==> src/rtl/disp_pkg.sv <==
// Shared types and constants for the seven-segment scan controller.
package disp_pkg;

    // Active scan slots; the name carries the digit index
    typedef enum logic [2:0] {S0, S2, S3, S4, S6} slot_e;

    // One-cold digit enables, active-low anodes
    localparam logic [7:0] DSEL_S0   = 8'hFE;
    localparam logic [7:0] DSEL_S2   = 8'hFB;
    localparam logic [7:0] DSEL_S3   = 8'hF7;
    localparam logic [7:0] DSEL_S4   = 8'hEF;
    localparam logic [7:0] DSEL_S6   = 8'hBF;
    localparam logic [7:0] DSEL_OFF  = 8'hFF;

    localparam logic [6:0] BLANK_SEG    = 7'h7F;
    localparam logic [3:0] BLANK_CODE   = 4'hF;
    localparam logic [1:0] GAME_RUNNING = 2'b00;

    // Values frozen for the visible part of a slot
    typedef struct packed {
        logic [2:0] t5;
        logic [4:0] t30;
        logic [1:0] level;
        logic [1:0] life;
        logic       phase;   // 1 = flash off-phase
    } snap_t;

    function automatic slot_e slot_next(input slot_e s);
        case (s)
            S0:      return S2;
            S2:      return S3;
            S3:      return S4;
            S4:      return S6;
            default: return S0;
        endcase
    endfunction

    function automatic logic [7:0] slot_dsel(input slot_e s);
        case (s)
            S0:      return DSEL_S0;
            S2:      return DSEL_S2;
            S3:      return DSEL_S3;
            S4:      return DSEL_S4;
            S6:      return DSEL_S6;
            default: return DSEL_OFF;
        endcase
    endfunction

    // Tens digit of a 0..31 value by threshold compare (no divider)
    function automatic logic [1:0] bcd_tens(input logic [4:0] v);
        if (v >= 5'd30)      return 2'd3;
        else if (v >= 5'd20) return 2'd2;
        else if (v >= 5'd10) return 2'd1;
        else                 return 2'd0;
    endfunction

    function automatic logic [3:0] bcd_units(input logic [4:0] v);
        case (bcd_tens(v))
            2'd3:    return 4'(v - 5'd30);
            2'd2:    return 4'(v - 5'd20);
            2'd1:    return 4'(v - 5'd10);
            default: return 4'(v);
        endcase
    endfunction

endpackage

==> src/rtl/seg_hex_decoder.sv <==
// Hex code to active-low seven-segment pattern (bit0 = a .. bit6 = g).
// Code F is used as the blank code rather than a glyph.
module seg_hex_decoder
    import disp_pkg::*;
(
    input  logic [3:0] i_code,
    output logic [6:0] o_seg
);

    // Glyph lookup
    always_comb begin
        o_seg = BLANK_SEG;
        case (i_code)
            4'h0: o_seg = 7'b1000000;
            4'h1: o_seg = 7'b1111001;
            4'h2: o_seg = 7'b0100100;
            4'h3: o_seg = 7'b0110000;
            4'h4: o_seg = 7'b0011001;
            4'h5: o_seg = 7'b0010010;
            4'h6: o_seg = 7'b0000010;
            4'h7: o_seg = 7'b1111000;
            4'h8: o_seg = 7'b0000000;
            4'h9: o_seg = 7'b0010000;
            4'hA: o_seg = 7'b0001000;
            4'hB: o_seg = 7'b0000011;
            4'hC: o_seg = 7'b1000110;
            4'hD: o_seg = 7'b0100001;
            4'hE: o_seg = 7'b0000110;
            default: o_seg = BLANK_SEG;
        endcase
    end

endmodule

==> src/rtl/display_scan_ctrl.sv <==
// Time-multiplexed scan of the game status digits onto the 8-digit display.
// Each slot starts with a blank interval; at its end the inputs are
// snapshotted and the one shared decoder drives the registered segments.
module display_scan_ctrl
    import disp_pkg::*;
#(
    parameter int REFRESH_DIV  = 100000,
    parameter int BLANK_CYCLES = 1000,
    parameter int FLASH_DIV    = 50000000
) (
    input  logic       in_clk,
    input  logic       reset,
    input  logic [2:0] timer_5,
    input  logic [4:0] timer_30,
    input  logic [1:0] level,
    input  logic [1:0] life,
    input  logic [1:0] game_end,
    output logic [6:0] seven,
    output logic [7:0] digit_select
);

    localparam int CW = (REFRESH_DIV > 1) ? $clog2(REFRESH_DIV) : 1;
    localparam int FW = (FLASH_DIV > 1) ? $clog2(FLASH_DIV) : 1;

    logic [CW-1:0] r_cnt;
    slot_e         r_slot;
    logic [FW-1:0] r_fcnt;
    logic          r_phase;
    snap_t         r_snap;
    logic [6:0]    r_seven;
    logic [7:0]    r_dsel;

    logic          w_snap_edge;
    logic          w_slot_end;
    logic          w_hold;
    snap_t         w_live;
    snap_t         w_src;
    logic [1:0]    w_tens;
    logic [3:0]    w_units;
    logic [3:0]    w_code;
    logic          w_en;
    logic [7:0]    w_dsel;
    logic [6:0]    w_seg;

    assign w_slot_end  = (r_cnt == CW'(REFRESH_DIV - 1));
    assign w_snap_edge = (r_cnt == CW'(BLANK_CYCLES - 1));
    assign w_hold      = (r_cnt > CW'(BLANK_CYCLES - 1));

    // On the snapshot edge decode straight from the inputs being captured;
    // afterwards keep decoding from the frozen copy so the digit cannot move.
    assign w_live  = {timer_5, timer_30, level, life, r_phase};
    assign w_src   = w_snap_edge ? w_live : r_snap;
    assign w_tens  = bcd_tens(w_src.t30);
    assign w_units = bcd_units(w_src.t30);

    // Slot content select, leading-zero and flash suppression
    always_comb begin
        w_code = BLANK_CODE;
        w_en   = 1'b1;
        case (r_slot)
            S0: w_code = {1'b0, w_src.t5};
            S2: w_code = w_units;
            S3: begin
                w_code = {2'b00, w_tens};
                if (w_tens == 2'd0) w_en = 1'b0;
            end
            S4: w_code = {2'b00, w_src.life};
            S6: w_code = {2'b00, w_src.level} + 4'd1;
            default: w_en = 1'b0;
        endcase
        if (w_src.phase && (r_slot == S0 || r_slot == S2 || r_slot == S3))
            w_en = 1'b0;
        if (!w_en)
            w_code = BLANK_CODE;
        w_dsel = w_en ? slot_dsel(r_slot) : DSEL_OFF;
    end

    seg_hex_decoder u_dec (
        .i_code (w_code),
        .o_seg  (w_seg)
    );

    // Slot timer and slot sequencing
    always_ff @(posedge in_clk) begin
        if (reset) begin
            r_cnt  <= '0;
            r_slot <= S0;
        end else if (w_slot_end) begin
            r_cnt  <= '0;
            r_slot <= slot_next(r_slot);
        end else begin
            r_cnt  <= r_cnt + CW'(1);
        end
    end

    // Flash half-period timer; held clear while the game is running
    always_ff @(posedge in_clk) begin
        if (reset || game_end == GAME_RUNNING) begin
            r_fcnt  <= '0;
            r_phase <= 1'b0;
        end else if (r_fcnt == FW'(FLASH_DIV - 1)) begin
            r_fcnt  <= '0;
            r_phase <= ~r_phase;
        end else begin
            r_fcnt  <= r_fcnt + FW'(1);
        end
    end

    // Capture the displayed values once per slot
    always_ff @(posedge in_clk) begin
        if (reset)
            r_snap <= '0;
        else if (w_snap_edge)
            r_snap <= w_live;
    end

    // Registered segment/anode drive: blank at slot end, load at snapshot
    always_ff @(posedge in_clk) begin
        if (reset || w_slot_end) begin
            r_seven <= BLANK_SEG;
            r_dsel  <= DSEL_OFF;
        end else if (w_snap_edge || w_hold) begin
            r_seven <= w_seg;
            r_dsel  <= w_dsel;
        end
    end

    assign seven        = r_seven;
    assign digit_select = r_dsel;

endmodule

==> config.mk <==
export PLATFORM = sky130hd
export DESIGN_NAME = display_scan_ctrl
export DESIGN_NICKNAME = d
export VERILOG_FILES = /design/src/rtl/disp_pkg.sv /design/src/rtl/seg_hex_decoder.sv /design/src/rtl/display_scan_ctrl.sv
export SDC_FILE = /design/constraint.sdc
export NUM_CORES = 1
export LEC_CHECK = 0
export ABC_AREA = 1
export CORE_UTILIZATION = 61
export DETAILED_ROUTE_END_ITERATION = 16
export DONT_BUFFER_PORTS = 1
export HOLD_SLACK_MARGIN = 0.1
export PLACE_DENSITY_LB_ADDON = 0.12
export SLEW_MARGIN = 20
export SYNTH_ARGS = -nofsm -noshare
export SYNTH_HDL_FRONTEND = slang
export SYNTH_SLANG_ARGS = --single-unit
export TNS_END_PERCENT = 10
==> constraint.sdc <==
create_clock -name in_clk -period 8.9 [get_ports in_clk]
set_clock_uncertainty 0.15 [all_clocks]
set_input_delay 0.89 -clock in_clk [delete_from_list [all_inputs] [get_ports in_clk]]
set_output_delay 0.89 -clock in_clk [all_outputs]
set_load 0.02 [all_outputs]
==> impl_metrics.sql <==
INSERT INTO impl_metrics (metric_group, metric, value, unit) VALUES
('timing', 'final_period_minus_worst_setup_slack', '3449', 'ps'),
('global_routing', 'globalRouteTotalUtil', '26.83', '%'),
('timing', 'rsz0062_at_grt', 'no', ''),
('logic_synthesis', 'synthesis.instances', '565', ''),
('hold_path', 'min_to', 'r_fcnt[0]', ''),
('clock_tree', 'holdBufCountCts', '0', ''),
('critical_path', 'worst_setup_path_start_kind', 'register', ''),
('logic_synthesis', 'synth_top_family_by_area', 'simple AND/OR/NAND/NOR gates', ''),
('clock_tree', 'h-tree-depth', '3', ''),
('detailed_routing', 'wire_per_inst', '12.92', 'µm'),
('critical_path', 'timing.critical_path.required', '9040', 'ps'),
('global_routing', 'antenna_found_initial', '0', ''),
('hold_path', 'hold-path-cell-count', '1', ''),
('logic_synthesis', 'synthMuxAreaShare', '0.2566', '%'),
('floorplanning', 'design.die.area', '6719', 'µm²'),
('logic_synthesis', 'synthDominantAreaCellType', 'dfxtp_1', ''),
('critical_path', 'ff2ff_path_depth', '23', ''),
('timing', 'timing.fmax', '0.2899', 'GHz'),
('detailed_routing', 'route.antenna.remaining_nets', '0', ''),
('clock_tree', 'count_of_cells_resized_by_post_cts_repair', '0', ''),
('timing', 'worst_slew_margin_rel', '55.30', '%'),
('clock_tree', 'clk_transition_reported_paths', '80', 'ps'),
('logic_synthesis', 'ys_seq_elements', '72', ''),
('detailed_routing', 'number_of_drc_markers_after_the_initial_detailed_route_iteration', '240', ''),
('logic_synthesis', 'postSynth.asyncResetShare', '0', '%'),
('place', 'io_buffers', '0', ''),
('hold_path', 'timing.hold.worst.start', 'r_fcnt[0]', ''),
('global_routing', 'overflow', '0', ''),
('floorplanning', 'coreArea', '6061', 'µm²'),
('detailed_routing', 'drc_errors', '0', ''),
('clock_tree', 'tritoncts_clock_tree', 'built', ''),
('critical_path', 'timing.setup.critical_path_class', 'register to register', ''),
('logic_synthesis', 'synth_ff_type', 'dfxtp_1', ''),
('pwr', 'switching_share', '20.28', '%'),
('global_routing', 'grt_pass1_vias', '3200', ''),
('run', 'max_cap_viol_count', '0', ''),
('layout', 'final_layout_size_suffix_gt1_share', '9.441', '%'),
('floorplanning', 'io-pin-count', '31', ''),
('pwr', 'share_comb_of_total_power', '1.9', '%'),
('critical_path', 'reg2reg_from', 'r_cnt[0]', ''),
('layout', 'fin_area', '4197', 'µm²'),
('pwr', 'irDropWorstVdd', '120.1', 'µV'),
('layout', 'final_net_count', '594', ''),
('clock_tree', 'worstSkewPairLatency', '350', 'ps'),
('critical_path', 'critPathMaxFanout', '17', ''),
('clock_tree', 'clock-root-buffer', 'clkbuf_8', ''),
('timing', 'tightestPinTransition', '668.0', 'ps'),
('global_routing', 'grt_start_max_net_pins', '18', ''),
('logic_synthesis', 'mapped_avg_cell_area', '6.905', 'µm²'),
('hold_path', 'hold_path_class', 'register to register', ''),
('floorplanning', 'placement_rows', '28', ''),
('pwr', 'power.share.sequential', '49.1', '%'),
('logic_synthesis', 'synth-compound-area-share', '11.48', '%'),
('logic_synthesis', 'synthTopCellsByArea', 'dfxtp_1 (37%), nand2_1 (11%), inv_1 (7.7%)', ''),
('logic_synthesis', 'synth_top_area_share', '36.95', '%'),
('pwr', 'power_leakage', '0.001904', 'µW'),
('logic_synthesis', 'post_synth_fa_ha_maj_area_fraction', '3.720', '%'),
('floorplanning', 'die_height', '81.97', 'µm'),
('detailed_routing', 'vias_per_cell', '5.454', ''),
('logic_synthesis', 'synthesis.area', '3901', 'µm²'),
('detailed_routing', 'initial_drt_pass_iterations', '6', ''),
('place', 'preCtsSetupSlack', '5498', 'ps'),
('status', 'outcome', 'completed', ''),
('clock_tree', 'cts.path.max_buffers', '2', ''),
('logic_synthesis', 'area_share_of_xor_xnor_cells_in_the_synthesized_design', '1.347', '%'),
('pwr', 'clock_power_share', '49.0', '%'),
('timing', 'timing.setup.tns', '0', 'ps'),
('timing', 'setup_slack', '5451', 'ps'),
('clock_tree', 'post_cts.repair.setup_buffers', '0', ''),
('detailed_routing', 'route.final.wire_length', '8357', 'µm'),
('floorplanning', 'initial_utilization', '64.37', '%');
## critical path, cell delays in order (launching register included)
cell and delay, ps:
dfxtp_1 360, ha_1 190, nand2_1 60, inv_1 50, nand2_1 70, nor2_4 170
nand2_4 170, o21ai_0 350, inv_1 90, ha_1 300, a21oi_1 140, nand2_1 60
inv_1 40, o21ai_0 60, a21oi_1 120, nand3_1 210, inv_1 180, ha_1 180
nand3_1 120, nand2_1 100, nand2_1 50, nand2_1 70, nand2_1 50, nand2_1 70
## metal layers
layer	vias up	part of all wire [%]	wire length [µm]	global-route usage, %
met5	-	0	0	0
met4	0	2.2	182	12.46
met3	22	4.4	366	5.000
met2	81	47	3913	45.12
met1	1597	47	3895	32.90
li1	1829	-	-	-
## state kept, by name (all words and copies together), names as in the netlist
register,flops
r_phase,1
r_slot,3
seven,7
digit_select,5
r_snap,13
r_fcnt,26
r_cnt,17
## cell families after synthesis
kind of cell / after synthesis
AO/OA/AOI/OAI: 79
XOR/XNOR: 6
adder cells (fa/ha/maj): 11
buffers and inverters: 98
flip-flops: 72
multiplexers: 1
other: 1
AND/OR/NAND/NOR: 297
## stage by stage
step	cells	utilization [%]	hold WS, ps	total power (µW)
final	647	69.24	300.4	662.4
after global routing	647	69.24	316.6	682.1
after CTS	647	69.24	302.8	664.7
after detailed placement	631	65.05	287.9	345.4
after global placement	631	65.05	279.8	344.8
after floorplan	567	-	267.5	344.6
## worst max-delay path by stage
stage / from / endpoint / slack, ps / depth (start not counted)
5_1_grt: r_cnt[0] / seven[5] / 5130 / 23
2_1_floorplan: r_cnt[0] / seven[0] / 5820 / 24
6_report: r_cnt[0] / seven[0] / 5450 / 23
4_1_cts: r_cnt[0] / seven[0] / 5470 / 23
3_5_place_dp: r_cnt[0] / seven[0] / 5500 / 23
3_3_place_gp: r_cnt[0] / seven[0] / 5660 / 23
## final cells by class
type / count / area [µm²] / share of cell area [%]
clock buffers: 11 / 151.4 / 3.608
clock inverters: 5 / 102.6 / 2.445
inverters: 87 / 326.6 / 7.782
multi-input cells: 397 / 2081 / 49.58
flip-flops and latches: 72 / 1441 / 34.35
well taps: 75 / 93.84 / 2.236
## power groups by stage
stage                     Combinational [µW]  Sequential (µW)  Clock (µW)
after floorplan                         12.3              332           0
after global placement                  12.3              333           0
after CTS                               12.8              325         327
after detailed placement                12.7              333           0
after global routing                    14.9              325         342
final                                   12.7              325         325
## placed cells by master (no fill, tap or decap), types with 2 or more instances in the layout
cell,synthesis,routed
o21ai_1,2,2
clkbuf_8,0,11
xor2_1,3,3
dfxtp_1,72,72
ha_1,10,10
nor2_8,2,2
o21ai_2,4,4
nor3b_1,3,3
nand4_1,12,12
nor3_1,21,21
nand3_1,34,34
nand2_4,3,3
inv_2,6,6
conb_1,1,3
nand2_1,119,119
o211ai_1,3,3
or2_2,3,3
nand3_2,3,3
a21oi_1,39,39
nor4_1,9,9
o21a_1,5,5
o21ai_0,20,20
xnor2_1,3,3
nor2_1,69,69
bufinv_16,0,3
inv_1,80,80
nor2_4,4,4
nand2_2,9,9
a211oi_1,4,4
No activity file was read; power rests on OpenSTA's default activity.
